`src/rtl/cpu_bus_arbiter.sv`:
```
// cpu_bus_arbiter
// ---------------------------------------------------------------------------
// Shares the single external CPU memory bus between the instruction-fetch
// master (master 0) and the data-memory master (master 1). One master owns
// the bus at a time, the owner's request fields are latched when it is
// granted, and a watchdog completes transfers that the slave never
// acknowledges.
//
// Parameters
//   PRIORITY : 0 = round-robin on contention, 1 = master 1 wins contention
//   TIMEOUT  : stalled granted cycles before forced completion, 0 = disabled
//
// Ports
//   i_clock                    system clock, rising edge
//   i_reset                    asynchronous reset, active low
//   i_mX_request/rw/address/wdata   master X request side (X = 0, 1)
//   o_mX_ready, o_mX_rdata     master X completion strobe and read data
//   o_bus_request/rw/address/wdata  request to the slave
//   i_bus_ready, i_bus_rdata   slave completion strobe and read data
//   o_timeout                  one-cycle pulse when the watchdog fires
// ---------------------------------------------------------------------------
module cpu_bus_arbiter #(
    parameter int PRIORITY = 0,
    parameter int TIMEOUT  = 1023
) (
    input  logic        i_clock,
    input  logic        i_reset,
    input  logic        i_m0_request,
    input  logic        i_m0_rw,
    input  logic [31:0] i_m0_address,
    input  logic [31:0] i_m0_wdata,
    output logic        o_m0_ready,
    output logic [31:0] o_m0_rdata,
    input  logic        i_m1_request,
    input  logic        i_m1_rw,
    input  logic [31:0] i_m1_address,
    input  logic [31:0] i_m1_wdata,
    output logic        o_m1_ready,
    output logic [31:0] o_m1_rdata,
    output logic        o_bus_request,
    output logic        o_bus_rw,
    output logic [31:0] o_bus_address,
    output logic [31:0] o_bus_wdata,
    input  logic        i_bus_ready,
    input  logic [31:0] i_bus_rdata,
    output logic        o_timeout
);

    // A disabled watchdog still needs a legal one-bit counter.
    localparam int COUNT_WIDTH = (TIMEOUT > 0) ? $clog2(TIMEOUT + 1) : 1;
    // The watchdog fires on the TIMEOUT-th stalled cycle, i.e. while the
    // counter still holds TIMEOUT-1 stalls from the cycles before.
    localparam logic [COUNT_WIDTH-1:0] COUNT_LAST =
        (TIMEOUT > 0) ? COUNT_WIDTH'(TIMEOUT - 1) : '0;

    typedef enum logic [1:0] {
        IDLE    = 2'd0,
        GRANT   = 2'd1,
        RELEASE = 2'd2
    } state_t;

    state_t                 state;
    state_t                 state_next;
    logic                   owner;
    logic                   owner_next;
    logic                   last_served;
    logic                   last_served_next;
    logic [COUNT_WIDTH-1:0] stall_count;
    logic [COUNT_WIDTH-1:0] stall_count_next;
    logic                   lat_rw;
    logic                   lat_rw_next;
    logic [31:0]            lat_address;
    logic [31:0]            lat_address_next;
    logic [31:0]            lat_wdata;
    logic [31:0]            lat_wdata_next;

    logic                   granted;
    logic                   expire;
    logic                   done;
    logic                   winner;

    assign granted = (state == GRANT);

    // Watchdog expiry only counts when the slave stays silent; a ready in the
    // same cycle is a normal completion with real data.
    assign expire = (TIMEOUT > 0) && granted && (stall_count == COUNT_LAST)
                    && !i_bus_ready;
    assign done   = granted && (i_bus_ready || expire);

    // Contention goes to master 1 under fixed priority, otherwise to the
    // master that was not served last.
    always_comb begin
        winner = 1'b0;
        if (i_m0_request && i_m1_request) begin
            winner = (PRIORITY != 0) ? 1'b1 : ~last_served;
        end else if (i_m1_request) begin
            winner = 1'b1;
        end
    end

    // State register and latched transfer fields.
    always_ff @(posedge i_clock or negedge i_reset) begin
        if (!i_reset) begin
            state       <= IDLE;
            owner       <= 1'b0;
            last_served <= 1'b1;
            stall_count <= '0;
            lat_rw      <= 1'b0;
            lat_address <= 32'd0;
            lat_wdata   <= 32'd0;
        end else begin
            state       <= state_next;
            owner       <= owner_next;
            last_served <= last_served_next;
            stall_count <= stall_count_next;
            lat_rw      <= lat_rw_next;
            lat_address <= lat_address_next;
            lat_wdata   <= lat_wdata_next;
        end
    end

    // Next-state logic: arbitrate in IDLE, hold the grant until completion,
    // then spend one RELEASE cycle so the finished master can drop request.
    always_comb begin
        state_next       = state;
        owner_next       = owner;
        last_served_next = last_served;
        stall_count_next = stall_count;
        lat_rw_next      = lat_rw;
        lat_address_next = lat_address;
        lat_wdata_next   = lat_wdata;
        case (state)
            IDLE: begin
                if (i_m0_request || i_m1_request) begin
                    state_next       = GRANT;
                    owner_next       = winner;
                    stall_count_next = '0;
                    lat_rw_next      = winner ? i_m1_rw      : i_m0_rw;
                    lat_address_next = winner ? i_m1_address : i_m0_address;
                    lat_wdata_next   = winner ? i_m1_wdata   : i_m0_wdata;
                end
            end
            GRANT: begin
                if (done) begin
                    state_next       = RELEASE;
                    last_served_next = owner;
                end else if (TIMEOUT > 0) begin
                    stall_count_next = stall_count + COUNT_WIDTH'(1);
                end
            end
            RELEASE: begin
                state_next = IDLE;
            end
            default: begin
                state_next = IDLE;
            end
        endcase
    end

    // Bus and master outputs. Everything is qualified by GRANT so a late
    // slave ready outside a transfer never reaches a master, and reset
    // forces every output low without waiting for a clock.
    always_comb begin
        o_bus_request = granted;
        o_bus_rw      = granted ? lat_rw      : 1'b0;
        o_bus_address = granted ? lat_address : 32'd0;
        o_bus_wdata   = granted ? lat_wdata   : 32'd0;
        o_timeout     = expire;
        o_m0_ready    = granted && !owner && (i_bus_ready || expire);
        o_m1_ready    = granted &&  owner && (i_bus_ready || expire);
        o_m0_rdata    = (granted && !owner && !expire) ? i_bus_rdata : 32'd0;
        o_m1_rdata    = (granted &&  owner && !expire) ? i_bus_rdata : 32'd0;
    end

endmodule

```
`config.mk`:
```
export PLATFORM = sky130hd
export DESIGN_NAME = cpu_bus_arbiter
export DESIGN_NICKNAME = d
export VERILOG_FILES = /design/src/rtl/cpu_bus_arbiter.sv
export SDC_FILE = /design/constraint.sdc
export NUM_CORES = 1
export LEC_CHECK = 0
export CAP_MARGIN = 20
export CELL_PAD_IN_SITES_DETAIL_PLACEMENT = 1
export CELL_PAD_IN_SITES_GLOBAL_PLACEMENT = 2
export CORE_ASPECT_RATIO = 2
export CORE_MARGIN = 1.5
export CORE_UTILIZATION = 21
export DETAILED_ROUTE_END_ITERATION = 7
export PLACE_DENSITY_LB_ADDON = 0.1
export SYNTH_ARGS = -nofsm -noshare
export SYNTH_HDL_FRONTEND = slang
export SYNTH_SLANG_ARGS = --single-unit
```
`constraint.sdc`:
```
create_clock -name i_clock -period 3.9 [get_ports i_clock]
set_input_delay 0.78 -clock i_clock [delete_from_list [all_inputs] [get_ports i_clock]]
set_output_delay 0.78 -clock i_clock [all_outputs]
set_load 0.05 [all_outputs]
```
==> results.txt, run 1 <==
----------------------------------------------------
[Status]
  Outcome ... finished, final reports clean

[Setup path]
  Worst flop-to-flop path startpoint ... state[1]
  Cell type group with the largest total delay on the critical path ... buffers and inverters
  Critical path class ... primary input to output port
  Buffers and inverters on the worst path ... 2
  R2r setup slk ... 1.65 ns
  Number of cells on the critical path ... 5
  Sequence of cells on the critical path ... clkdlybuf4s50_1, or4_4, and3_4, and2_4, clkdlybuf4s50_1
  Critical-path top delay cell ... clkdlybuf4s50_1
  Biggest fanout along the worst timing path ... 32
  Delay of the slowest cell on the worst path ... 0.69 ns
  Data arrival at the endpoint of the critical path ... 2.93 ns
  Endpoint of the most critical register-to-register path ... stall_count[3]
  Timing startpoint of the critical path ... i_bus_ready
  Startpoint kind of the worst setup timing path ... primary input
  WP data required ... 3.12 ns
  Setup crit end ... o_m1_rdata[3]
  FF-to-FF path depth ... 6
  Most numerous cell on the critical path ... clkdlybuf4s50_1
  Capturing element type of the critical path ... output port

[Detailed routing]
  Initial DRT Pass Iterations ... 4
  Vias post-DR ... 4710
  DR vias/cell ... 4.41
  Post-route ant nets ... 0
  Routed Wire Length ... 18.8 mm
  Count of unresolved DRC violations after routing ... 0
  Number of DRC markers in iteration 0 ... 89
  Routed length per placed instance ... 17.6 um

[Pwr]
  Combinational power share ... 64.6%
  Cell Pwr Density ... 769 nW/um^2
  Maximum VDD drop ... 0.310 mV
  Part of the power in registers ... 21.3%
  Pint ... 3340 uW
  Lkg Pwr ... 0.00360 uW
  Clock power frac ... 14.2%
  Power spent charging and discharging nets ... 3190 uW
  Net Sw Frac ... 48.9%

[Synth]
  Total standard cell area after synthesis ... 4650 sq um
  Synth area leader ... dfrtp_1
  Number of enable flip-flop cells after synthesis ... 0
  Share of Yosys cell area claimed by the top area cell type ... 41.9%
  Register area share after synthesis ... 42.5%
  Count of cell types in the netlist ... 44
  Mapped Avg Cell Area ... 9.18 sq um
  Fraction of registers with async set or reset after synthesis ... 100%
  #FFs+latches synth ... 79
  Number of standard cells after synthesis ... 507
  Nets in the synthesized netlist ... 676
  List of most frequent post-synthesis cells ... and2_1 (127), dfrtp_1 (78), nand2_1 (73), o21ai_0 (69), mux2i_1 (67)
  Most common cell in the synthesized netlist ... and2_1
  Number of warnings reported in the yosys synthesis log ... 0
  Top post-synthesis cells by area ... dfrtp_1 (42%), and2_1 (17%), mux2i_1 (14%)
  Dominant synthesized flop cell ... dfrtp_1

[Clocking]
  Clock input transition at the sequential cells of the worst setup and hold paths ... 0.06 ns
  TritonCTS Sinks ... 79
  Clock root buffer ... clkbuf_16
  Cells resized by post-CTS repair ... 0
  Max Buffers Root-to-Sink ... 2
  Postcts setup bufs ... 0
  CTS tree ... yes
  Clock latency reported for the late side of the worst-skew pair ... 0.34 ns
  Inserted Clock Buffers ... 9
  Hold buffer count at cts ... 0
  H-tree lvl count ... 3

[Min path]
  Min-delay worst type ... primary input to asynchronous set/reset pin

[Placed design]
  Total cell area at the placement stage ... 8160 sq um
  Half-perimeter wire length of the detailed placement result ... 15.3 mm
  Gpl congestion ... 0.738
  Count of buffers inserted at the top-level ports ... 299

[Final layout]
  Post-route standard cell area excluding fillers ... 8490 sq um
  Final net count ... 958
  Share of post-route cells with drive strength above 1 ... 11.1%
  Number of inserted diodes ... 0
  Synthesis-to-layout area growth ... 82.3%
  Filler cell count in the final layout ... 2533

[Timing]
  Min Clock Period, post-route ... 3.71 ns
  Actual slew at the worst max-slew pin ... 0.928 ns
  Max-Slew Margin vs Limit ... 38.1%
  Setup violators final ... 0
  Max Clock Skew ... 0.00818 ns
  Final Slew Violations ... 0
  Setup repair after global routing missed its margin ... false
  Final period util ... 95.0%
  Final TNS setup ... 0 ns
  Final hold slack ... 0.402 ns
  Final hold violation count ... 0
  Maximum frequency from static timing analysis ... 0.270 GHz

[Die]
  Effective utilization at floorplan ... 21.5%
  Die Span Y ... 214 um
  # IOs ... 300
  Die footprint ... 23100 sq um
  Cell row count ... 76
  Area of the core ... 21700 sq um
  Width of the die ... 108 um

[Global route]
  Global-route wire length before repair ... 28.0 mm
  Maximum number of pins on one net before global-route repair ... 88
  Number of antenna violations at the first check in global routing ... 0
  Via count of the first global-routing pass ... 5027
  GR Overflow Total ... 0
  GRT Total Usage ... 16.3%

[Run]
  Number of max-cap violations ... 0

----------------------------------------------------
-- cell families after synthesis --
group | count (synthesis) | synth area share [%]
buffers and inverters | 41 | 4.49
muxes | 68 | 14.7
adders and majority gates | 2 | 0.538
and+or+nand+nor | 227 | 27.1
DFF | 79 | 42.5
AOI/OAI and AO/OA | 90 | 10.8
-- registers in the layout (all words and copies together), names as in the netlist --
register	count
lat_rw	1
lat_address	32
state	2
last_served	1
lat_wdata	32
stall_count	10
owner	1
-- routing by layer --
layer  GRT usage [%]  share of wire [%]
met5               0                  0
met4            7.03                3.4
met3            4.74                8.0
met2            34.0                 59
met1            13.5                 30
-- cell type report --
| class | count | area (sq um) | area share, % |
|---|---|---|---|
| inverters | 6 | 22.5 | 0.265 |
| repair buffers | 306 | 3330 | 39.2 |
| clock inverters | 3 | 65.1 | 0.767 |
| flip-flops and latches | 79 | 1980 | 23.3 |
| multi-input cells | 387 | 2490 | 29.3 |
| clock buffers | 13 | 260 | 3.07 |
| well taps | 273 | 342 | 4.03 |
-- layout by cell type, fill, tap and decap left out, drive strengths merged, types with 2 or more instances in the layout --
cell and count:
a22o 2, a31oi 3, and2 130, buf 59, bufinv 2, clkbuf 13
clkdlybuf4s50 247, dfrtp 78, ha 2, inv 6, mux2i 67, nand2 73
nand3 3, nand4 3, nor2 3, nor3 4, nor3b 2, o211ai 2
o21a 2, o21ai 71, or2 2, or4 2
-- power by group through the flow --
stage,clock network (uW),registers [uW],logic (uW)
2_1_floorplan,0,1350,2680
3_3_place_gp,0,1390,4230
3_5_place_dp,0,1410,4280
4_1_cts,968,1400,4290
5_1_grt,994,1450,4500
6_report,924,1390,4210
-- how the worst min path moves through the flow --
| stage | start | end |
|---|---|---|
| 6_report | i_reset | lat_wdata[10] |
| 5_1_grt | i_reset | lat_wdata[10] |
| 4_1_cts | i_reset | lat_wdata[16] |
| 3_5_place_dp | lat_address[7] | lat_address[7] |
| 3_3_place_gp | lat_wdata[3] | lat_wdata[3] |
| 2_1_floorplan | lat_address[0] | lat_address[0] |
-- metrics by stage --
stage | std cells | power, uW | util (%) | setup slack, ns
4_1_cts | 1067 | 6660 | 39.1 | 0.176
3_3_place_gp | 1051 | 5610 | 37.6 | 0.217
2_1_floorplan | 507 | 4030 | - | 1.12
5_1_grt | 1067 | 6940 | 39.1 | 0.0329
3_5_place_dp | 1051 | 5690 | 37.6 | 0.180
6_report | 1067 | 6520 | 39.1 | 0.193
(Power assumes the default switching activity.)
==> inputs of run 2 (changes only) <==
Settings changed: CAP_MARGIN 20 to default, SLEW_MARGIN from default to 20.
==> results of run 2 <==
The final DEF is identical to that of run 1; final timing and power are the same.
